$ cat src/rtl/alu_result_collector_if.sv
// Issue/result interface of alu_result_collector: issue side toward alu_top, result side downstream.
// The slave modport is the collector's view of the bus; master is the driver/consumer side.
interface alu_result_collector_if;
  logic        issue_valid;
  logic [3:0]  issue_op;
  logic [31:0] alu_out;
  logic        zero_flag;
  logic        res_valid;
  logic        res_ready;
  logic [3:0]  res_op;
  logic [31:0] res_data;
  logic        res_zero;

  modport master (
    output issue_valid, issue_op, alu_out, zero_flag, res_ready,
    input  res_valid, res_op, res_data, res_zero
  );

  modport slave (
    input  issue_valid, issue_op, alu_out, zero_flag, res_ready,
    output res_valid, res_op, res_data, res_zero
  );
endinterface

$ cat src/rtl/alu_result_collector.sv
// Tags ALU ops, aligns tags with alu_top's output, buffers results in a FWFT FIFO and keeps statistics.
// Optional zero-flag consistency check enabled by defining ALU_RESULT_CHECK_EN.
module alu_result_collector #(
  parameter int DEPTH       = 8,
  parameter int ALU_LATENCY = 1,
  parameter int CNT_W       = 16
) (
  input  logic                 clk,
  input  logic                 clear,
  alu_result_collector_if.slave bus,
  output logic                 fifo_full,
  output logic                 overflow,
  output logic [CNT_W-1:0]     result_count,
  output logic [CNT_W-1:0]     zero_count,
  output logic                 flag_err,
  output logic [3:0]           err_op
);

  localparam int AW = $clog2(DEPTH);
  localparam int EW = 37;
  localparam logic [AW:0]      PTR_ONE = 1;
  localparam logic [CNT_W-1:0] CNT_ONE = 1;

  // Delay line entries are {valid, op}; the last stage lines up with alu_out.
  logic [4:0] dl_reg [ALU_LATENCY];
  logic       cap_valid;
  logic [3:0] cap_op;

  always_ff @(posedge clk) begin
    if (clear) begin
      for (int i = 0; i < ALU_LATENCY; i++) dl_reg[i] <= '0;
    end else begin
      dl_reg[0] <= {bus.issue_valid, bus.issue_op};
      for (int i = 1; i < ALU_LATENCY; i++) dl_reg[i] <= dl_reg[i-1];
    end
  end

  assign cap_valid = dl_reg[ALU_LATENCY-1][4];
  assign cap_op    = dl_reg[ALU_LATENCY-1][3:0];

  logic [AW:0]   wr_ptr_reg;
  logic [AW:0]   rd_ptr_reg;
  logic [EW-1:0] mem [DEPTH];
  logic [EW-1:0] head;
  logic          empty;
  logic          full;
  logic          pop;
  logic          push_ok;

  assign empty   = (wr_ptr_reg == rd_ptr_reg);
  assign full    = (wr_ptr_reg[AW] != rd_ptr_reg[AW]) &&
                   (wr_ptr_reg[AW-1:0] == rd_ptr_reg[AW-1:0]);
  assign pop     = !empty && bus.res_ready;
  // A pop in the same cycle frees the slot the push lands in, so full only blocks without one.
  assign push_ok = cap_valid && (!full || pop);

  always_ff @(posedge clk) begin
    if (push_ok) mem[wr_ptr_reg[AW-1:0]] <= {cap_op, bus.alu_out, bus.zero_flag};
  end

  always_ff @(posedge clk) begin
    if (clear) begin
      wr_ptr_reg <= '0;
      rd_ptr_reg <= '0;
    end else begin
      if (push_ok) wr_ptr_reg <= wr_ptr_reg + PTR_ONE;
      if (pop)     rd_ptr_reg <= rd_ptr_reg + PTR_ONE;
    end
  end

  assign head = mem[rd_ptr_reg[AW-1:0]];

  always_comb begin
    bus.res_valid = !empty;
    bus.res_op    = 4'd0;
    bus.res_data  = 32'd0;
    bus.res_zero  = 1'b0;
    if (!empty) begin
      bus.res_op   = head[36:33];
      bus.res_data = head[32:1];
      bus.res_zero = head[0];
    end
  end

  assign fifo_full = full;

  logic             overflow_reg;
  logic [CNT_W-1:0] result_count_reg;
  logic [CNT_W-1:0] zero_count_reg;

  always_ff @(posedge clk) begin
    if (clear) begin
      overflow_reg     <= 1'b0;
      result_count_reg <= '0;
      zero_count_reg   <= '0;
    end else begin
      if (cap_valid && !push_ok) overflow_reg <= 1'b1;
      if (push_ok) begin
        if (!(&result_count_reg)) result_count_reg <= result_count_reg + CNT_ONE;
        if (bus.zero_flag && !(&zero_count_reg)) zero_count_reg <= zero_count_reg + CNT_ONE;
      end
    end
  end

  assign overflow     = overflow_reg;
  assign result_count = result_count_reg;
  assign zero_count   = zero_count_reg;

`ifdef ALU_RESULT_CHECK_EN
  logic       flag_err_reg;
  logic [3:0] err_op_reg;
  logic       flag_mismatch;

  assign flag_mismatch = bus.zero_flag != (bus.alu_out == 32'd0);

  // err_op is frozen at the first offending op; later errors only keep flag_err set.
  always_ff @(posedge clk) begin
    if (clear) begin
      flag_err_reg <= 1'b0;
      err_op_reg   <= 4'd0;
    end else if (push_ok && flag_mismatch && !flag_err_reg) begin
      flag_err_reg <= 1'b1;
      err_op_reg   <= cap_op;
    end
  end

  assign flag_err = flag_err_reg;
  assign err_op   = err_op_reg;
`else
  assign flag_err = 1'b0;
  assign err_op   = 4'd0;
`endif

endmodule

$ cat src/flat_wrapper.sv
// flat-port wrapper written by rule: the top's interface ports become plain ports
module alu_result_collector_flat 
#(
  parameter int DEPTH       = 8,
  parameter int ALU_LATENCY = 1,
  parameter int CNT_W       = 16
)
  (clk, clear, fifo_full, overflow, result_count, zero_count, flag_err, err_op, bus_issue_valid, bus_issue_op, bus_alu_out, bus_zero_flag, bus_res_ready, bus_res_valid, bus_res_op, bus_res_data, bus_res_zero);
  alu_result_collector_if bus_i ();
  input  logic clk;
  input  logic clear;
  output logic fifo_full;
  output logic overflow;
  output logic [CNT_W-1:0] result_count;
  output logic [CNT_W-1:0] zero_count;
  output logic flag_err;
  output logic [3:0] err_op;
  input wire logic [$bits(bus_i.issue_valid)-1:0] bus_issue_valid;
  input wire logic [$bits(bus_i.issue_op)-1:0] bus_issue_op;
  input wire logic [$bits(bus_i.alu_out)-1:0] bus_alu_out;
  input wire logic [$bits(bus_i.zero_flag)-1:0] bus_zero_flag;
  input wire logic [$bits(bus_i.res_ready)-1:0] bus_res_ready;
  output wire logic [$bits(bus_i.res_valid)-1:0] bus_res_valid;
  output wire logic [$bits(bus_i.res_op)-1:0] bus_res_op;
  output wire logic [$bits(bus_i.res_data)-1:0] bus_res_data;
  output wire logic [$bits(bus_i.res_zero)-1:0] bus_res_zero;
  assign bus_i.issue_valid = bus_issue_valid;
  assign bus_i.issue_op = bus_issue_op;
  assign bus_i.alu_out = bus_alu_out;
  assign bus_i.zero_flag = bus_zero_flag;
  assign bus_i.res_ready = bus_res_ready;
  assign bus_res_valid = bus_i.res_valid;
  assign bus_res_op = bus_i.res_op;
  assign bus_res_data = bus_i.res_data;
  assign bus_res_zero = bus_i.res_zero;
  alu_result_collector #(.DEPTH(DEPTH), .ALU_LATENCY(ALU_LATENCY), .CNT_W(CNT_W)) u_core (.clk(clk), .clear(clear), .bus(bus_i), .fifo_full(fifo_full), .overflow(overflow), .result_count(result_count), .zero_count(zero_count), .flag_err(flag_err), .err_op(err_op));
endmodule
$ cat config.mk
export PLATFORM = sky130hd
export DESIGN_NAME = alu_result_collector_flat
export DESIGN_NICKNAME = d
export VERILOG_FILES = /design/src/rtl/alu_result_collector_if.sv /design/src/rtl/alu_result_collector.sv /design/src/flat_wrapper.sv
export SDC_FILE = /design/constraint.sdc
export NUM_CORES = 1
export LEC_CHECK = 0
export BUFFER_PORTS_ARGS = -buffer_cell sky130_fd_sc_hd__buf_2
export CAP_MARGIN = 0
export CORE_UTILIZATION = 30
export CTS_BUF_LIST = sky130_fd_sc_hd__clkbuf_8
export CTS_CLUSTER_SIZE = 25
export DETAILED_ROUTE_END_ITERATION = 8
export SETUP_SLACK_MARGIN = 0.4
export SKIP_LAST_GASP = 1
export SYNTH_ARGS = -nofsm -noshare
export SYNTH_HDL_FRONTEND = slang
export SYNTH_SLANG_ARGS = --single-unit
export TNS_END_PERCENT = 1
$ cat constraint.sdc
create_clock -name clk -period 5.5 [get_ports clk]
set_input_delay 0.825 -clock clk [delete_from_list [all_inputs] [get_ports clk]]
set_output_delay 0.825 -clock clk [all_outputs]
set_load 0.01 [all_outputs]
After elaboration in Yosys (flattened, before gate mapping). Memories as Yosys holds them, arrays and structs flattened. A register that Yosys moved wholly into a read port is not among the register bits. Cells that the tools add are included. W data, S select, Z words.

Equality and inequality tests: 3. Muxes and demuxes: 12. Bitwise gates (word level): 1. Reductions and logical operators: 15. $add $sub $neg: 4.

Operator list (count): $add A16 B1 Y16 const B (2); $mux W32 (1); $reduce_and A16 Y1 (2); $add A4 B1 Y4 const B (2); $mux W1 (7); $mux W3 (2); $logic_and A1 B1 Y1 (5); $mux W5 (1); $reduce_or A5 Y1 (1); $eq A4 B4 Y1 (1); $logic_not A1 Y1 (4); $mux W4 (1); $reduce_and A2 Y1 (2); $eq A3 B3 Y1 (1); $logic_or A1 B1 Y1 (1); $ne A1 B1 Y1 (1); $not A1 Y1 (1).

Output and inout port bits: 77. Bits of input ports: 41. RAM bits: 301. Register bits: 41. Memories: 2. Word-level logic and storage cells: 42.

Memory list: u_core.mem (words 8, bits a word 37, read ports 1, clocked after memory_dff 1, wr ports 1, line alu_result_collector.sv:43) `logic [EW-1:0] mem [DEPTH];`; u_core.dl_reg (words 1, bits a word 5, read ports 1, clocked after memory_dff 0, wr ports 1, line alu_result_collector.sv:25) `logic [4:0] dl_reg [ALU_LATENCY];`.

Logic depth before layout (Yosys ltp).
Depth in word-level cells: 7. Mapped depth: 9. Depth with buffers taken out: 6.

Worst setup path before layout. OpenSTA, ideal clock, no wires.

Path type: in2reg. Start point: input port bus_res_ready. End point: memory u_core.mem[0][0], enable pin. Slack: 129 ps. Library setup time: 524 ps. Stages on the path: 3. Data required time: 4976 ps. Path buffers: 1. Data arrival time: 4847 ps. Path through: clkbuf_1 > o21ai_1 > nor4_1.

Word-level cells in the longest chain between the ends: 5.

Ends and longest elaborated chain: start: declaration (line flat_wrapper.sv:22) `input wire logic [$bits(bus_i.res_ready)-1:0] bus_res_ready;`; $logic_and A1 B1 Y1 (line alu_result_collector.sv:53) `assign pop = !empty && bus.res_ready;`; $logic_or A1 B1 Y1 (line alu_result_collector.sv:55) `assign push_ok = cap_valid && (!full || pop);`; $logic_and A1 B1 Y1 (line alu_result_collector.sv:55); $mux W1 (line alu_result_collector.sv:58) `if (push_ok) mem[wr_ptr_reg[AW-1:0]] <= {cap_op, bus.alu_out, bus.zero_flag};`; $mux W1 (implied by the code) (line alu_result_collector.sv:58); end: declaration (line alu_result_collector.sv:43).

No other way between the ends.

==> qor.log <==
[timing] worst setup slack after layout 1.72 ns
[detailed_routing] initial drt markers 471
[min_path] start point of the worst min-delay path bus_issue_valid
[clock_tree] maximum buffer depth of the clock tree 3
[setup_path] Critical R2R Capture u_core.mem[3][33]$_DFFE_PP_
[place] detailed placement HPWL 16800 um
[finish] number of flip-flops in the largest register 296
[clock_tree] number of buffers inserted during clock tree synthesis 58
[global_routing] number of global-route vias before repair 7717
[detailed_routing] Via-to-Cell Ratio 4.68
[detailed_routing] average routed wire per standard cell 19.3 um
[finish] multi-input logic area 0.00349 sq mm
[global_routing] gr ovfl total 0
[finish] Finished Core Util 35.9%
[timing] crit share post-route 68.8%
[timing] actual slew at the worst max-slew pin 1.03 ns
[logic_synthesis] post-synthesis cell type with the largest combined area sky130_fd_sc_hd__edfxtp_1
[finish] Layout fillers 4161
[setup_path] WP data arrival 2.96 ns
[logic_synthesis] area of the mapped netlist 0.0135 sq mm
[setup_path] maximum net fanout on the critical path 33
[timing] setup repair after global routing missed its margin false
[floorplan] overall die area 0.0460 sq mm
[setup_path] Critical R2R Launch u_core.wr_ptr_reg[0]$_SDFFE_PP0P_
[timing] worst slew slack as a fraction of its limit 31.1%
[global_routing] pin count of the biggest net entering global routing 53
[place] Buffers on Ports 112
[setup_path] critical path class flip-flop to primary output
[logic_synthesis] share of the synthesized area in the top cell type 65.6%
[setup_path] required time of the worst setup path 4.68 ns
[floorplan] Die W 214 um
[detailed_routing] total wirelength of the detailed-routed design 29600 um
[detailed_routing] number of remaining DRC errors 0
[setup_path] crit start category flip-flop
[timing] number of failing setup endpoints in the final timing report 0
[detailed_routing] number of nets still failing antenna checks after routing 0
[power] internal power 4230 uW
[global_routing] number of antenna violations at the first check in global routing 3
[timing] final-report hold violation count 0
[logic_synthesis] leading register cell type out of synthesis sky130_fd_sc_hd__edfxtp_1
[setup_path] Worst R2R Path Depth 5
[clock_tree] TritonCTS Sinks 345
[power] sequential cell fraction of total power 52.2%
[logic_synthesis] Synth warnings 0
[floorplan] Floorplan Core Area 0.0444 sq mm
[place] final weighted congestion in routability-driven placement 0.712
[place] Inst Count DP 1426
[logic_synthesis] cells after synthesis 745
[power] largest voltage drop on the vdd net 0.000164 V
[timing] number of pins with negative max-slew slack in the final report 0
[clock_tree] number of resized instances in the post-cts repair step 0
[clock_tree] clock tree from TritonCTS yes
[global_routing] wire length of the first global-routing pass 46200 um
[power] proportion of total power due to net switching 24.6%
[floorplan] number of placement rows 77
[clock_tree] root buffer cell sky130_fd_sc_hd__clkbuf_8
[timing] Max Fclk 0.264 GHz
[global_routing] Global Route Usage Sum 13.1%
[timing] final critical delay including setup and external delays 3.78 ns
[logic_synthesis] library cells used by synthesis 48
[setup_path] endpoint kind of the worst setup timing path primary output
[finish] net count of the finished layout 939
[power] Leakage Power 0.00520 uW
[min_path] hold path endpoint u_core.dl_reg[0][4]$_SDFF_PP0_
[floorplan] initial standard-cell utilization of the core 30.5%
[clock_tree] hold bufs inserted after CTS 0
[finish] post-route non-filler standard cell count 1535
[logic_synthesis] number of synthesized register bits 345
[detailed_routing] number of iterations in the first detailed-routing pass 4
[logic_synthesis] fraction of registers with async set or reset after synthesis 0%
[finish] fraction of layout instances using a drive strength above 1 31.3%
[clock_tree] setup bufs post-CTS 0
[clock_tree] total number of H-tree levels 2
[power] combinational cell fraction of total power 9.9%
[clock_tree] clock transition at the registers of the reported paths 0.06 ns
[power] power density over the cells 352 mW/mm^2
[logic_synthesis] number of flops mapped to enable cells by yosys 296
[power] clock network fraction of design power 37.9%
[floorplan] die extent in y 214 um
[logic_synthesis] average cell area after synthesis 18.2 sq um
[min_path] number of cells on the worst hold path 2
[min_path] worst hold-check path type input port to flip-flop
[timing] post-route clock skew 0.0286 ns
[power] switching power of the nets 1380 uW
[setup_path] reg2reg setup slack 2.59 ns
[place] DP Worst Slack 2.23 ns
[outcome] status finished, final reports clean
[timing] total negative slack for setup checks 0 ns
[logic_synthesis] top area cells in the synthesized netlist sky130_fd_sc_hd__edfxtp_1 (66%), sky130_fd_sc_hd__mux4_2 (12%), sky130_fd_sc_hd__dfxtp_1 (7.2%), sky130_fd_sc_hd__mux2i_1 (3.0%), sky130_fd_sc_hd__nor2_1 (1.7%)
[clock_tree] clock latency of the later-clocked register in the worst-skew pair 0.64 ns
[detailed_routing] via total after detailed routing 7186
[floorplan] IO Pins 118
[run] Max-Cap Viols 0
[finish] area taken by flip-flops and latches 0.00988 sq mm
[finish] Layout area overhead 17.6%
[logic_synthesis] Seq/Total Area, Yosys 72.9%
[kinds of logic (layout without fill, tap and decap cells)]
| family | count (synthesis) | count (layout) | synth area share (%) |
|---|---|---|---|
| and+or+nand+nor | 151 | 151 | 5.87 |
| other | 1 | 7 | 0.0277 |
| xor gates and xnor gates | 11 | 11 | 0.711 |
| DFF | 345 | 345 | 72.9 |
| AOI/OAI and AO/OA | 61 | 61 | 2.74 |
| buffers and inverters | 54 | 246 | 1.81 |
| muxes | 118 | 118 | 15.6 |
| adders and majority gates | 4 | 4 | 0.370 |
[worst max-delay path by stage]
stage / to / slack (ns) / cells after the start
after global routing: bus_res_data[7] / 1.36 / 5
after global placement: bus_res_data[9] / 2.27 / 5
final: bus_res_data[9] / 1.72 / 5
after floorplan: u_core.mem[4][0]$_DFFE_PP_ / 1.11 / 3
after CTS: bus_res_data[7] / 1.49 / 5
after detailed placement: bus_res_data[7] / 2.23 / 5
[per-layer routing]
metal  share of wire (%)  GRT usage [%]
met4                 2.0           3.95
met5               0.044              0
met2                  48           21.2
met1                  44           17.1
met3                 5.9           3.77
[metrics by stage]
| stage | total power [uW] | cell area (sq um) | hold WS, ns |
|---|---|---|---|
| 2_1_floorplan | 3350 | 13600 | 0.470 |
| 3_3_place_gp | 3560 | 14800 | 0.446 |
| 3_5_place_dp | 3560 | 14800 | 0.471 |
| 4_1_cts | 5720 | 15900 | 0.329 |
| 5_1_grt | 5870 | 15900 | 0.352 |
| 6_report | 5610 | 15900 | 0.403 |
[cell type report]
type                       count  share of cell area, %
tap                          592                   4.65
antenna                        2                 0.0314
clock inverter                49                   1.80
multi-input combinational    350                   21.9
clock buffer                  58                   5.01
inverter                      10                  0.236
sequential                   345                   62.0
timing repair buffer         129                   4.32
[cells in the mapped netlist, types with 2 or more instances]
cell type and number:
sky130_fd_sc_hd__and3_1 4, sky130_fd_sc_hd__xor2_1 8, sky130_fd_sc_hd__nand4_1 5, sky130_fd_sc_hd__o31ai_1 15, sky130_fd_sc_hd__clkbuf_1 21, sky130_fd_sc_hd__o2111ai_1 2, sky130_fd_sc_hd__inv_1 9, sky130_fd_sc_hd__mux4_2 74
sky130_fd_sc_hd__o211ai_1 3, sky130_fd_sc_hd__nor2_1 61, sky130_fd_sc_hd__nand2_1 13, sky130_fd_sc_hd__nor4_1 3, sky130_fd_sc_hd__buf_4 6, sky130_fd_sc_hd__nor2b_1 9, sky130_fd_sc_hd__mux2_2 3, sky130_fd_sc_hd__a21oi_1 25
sky130_fd_sc_hd__edfxtp_1 296, sky130_fd_sc_hd__nand2b_1 2, sky130_fd_sc_hd__nand3_1 14, sky130_fd_sc_hd__buf_1 6, sky130_fd_sc_hd__o21ai_0 11, sky130_fd_sc_hd__buf_2 10, sky130_fd_sc_hd__nand3b_1 2, sky130_fd_sc_hd__or3_1 9
sky130_fd_sc_hd__or4_1 16, sky130_fd_sc_hd__nor3_1 4, sky130_fd_sc_hd__xnor2_1 3, sky130_fd_sc_hd__dfxtp_1 49, sky130_fd_sc_hd__mux2i_1 40, sky130_fd_sc_hd__ha_1 4
[layout by cell type (no fill, tap or decap), types with 3 or more instances in the layout]
cell type,Yosys,routed
sky130_fd_sc_hd__edfxtp_1,296,296
sky130_fd_sc_hd__buf_2,10,112
sky130_fd_sc_hd__mux4_2,74,74
sky130_fd_sc_hd__nor2_1,61,59
sky130_fd_sc_hd__clkbuf_8,0,58
sky130_fd_sc_hd__dfxtp_1,49,46
sky130_fd_sc_hd__mux2i_1,40,40
sky130_fd_sc_hd__a21oi_1,25,25
sky130_fd_sc_hd__inv_1,9,24
sky130_fd_sc_hd__clkinv_1,0,20
sky130_fd_sc_hd__buf_4,6,17
sky130_fd_sc_hd__or4_1,16,16
sky130_fd_sc_hd__o31ai_1,15,15
sky130_fd_sc_hd__nand3_1,14,14
sky130_fd_sc_hd__nand2_1,13,13
sky130_fd_sc_hd__o21ai_0,11,11
sky130_fd_sc_hd__nor2b_1,9,9
sky130_fd_sc_hd__or3_1,9,9
sky130_fd_sc_hd__xor2_1,8,8
sky130_fd_sc_hd__clkinv_2,0,7
sky130_fd_sc_hd__nand4_1,5,5
sky130_fd_sc_hd__conb_1,1,5
sky130_fd_sc_hd__nor3_2,0,4
sky130_fd_sc_hd__and3_1,4,4
sky130_fd_sc_hd__ha_1,4,4
sky130_fd_sc_hd__xnor2_1,3,3
sky130_fd_sc_hd__o211ai_1,3,3
sky130_fd_sc_hd__mux2_2,3,3
[critical path: stages, from the launching register on]
cell and delay [ns]:
sky130_fd_sc_hd__dfxtp_4 0.80, sky130_fd_sc_hd__buf_4 0.54, sky130_fd_sc_hd__mux4_2 0.55, sky130_fd_sc_hd__mux2i_1 0.14, sky130_fd_sc_hd__nor2_1 0.09, sky130_fd_sc_hd__buf_2 0.16
[power by group through the flow]
| stage | Sequential [uW] | Combinational [uW] | Clock, uW |
|---|---|---|---|
| 3_5_place_dp | 2990 | 572 | 0 |
| 4_1_cts | 2940 | 574 | 2210 |
| 5_1_grt | 2940 | 611 | 2320 |
| 3_3_place_gp | 2990 | 570 | 0 |
| 2_1_floorplan | 2940 | 407 | 0 |
| 6_report | 2930 | 555 | 2120 |
Power figures use the tool's default switching activity.
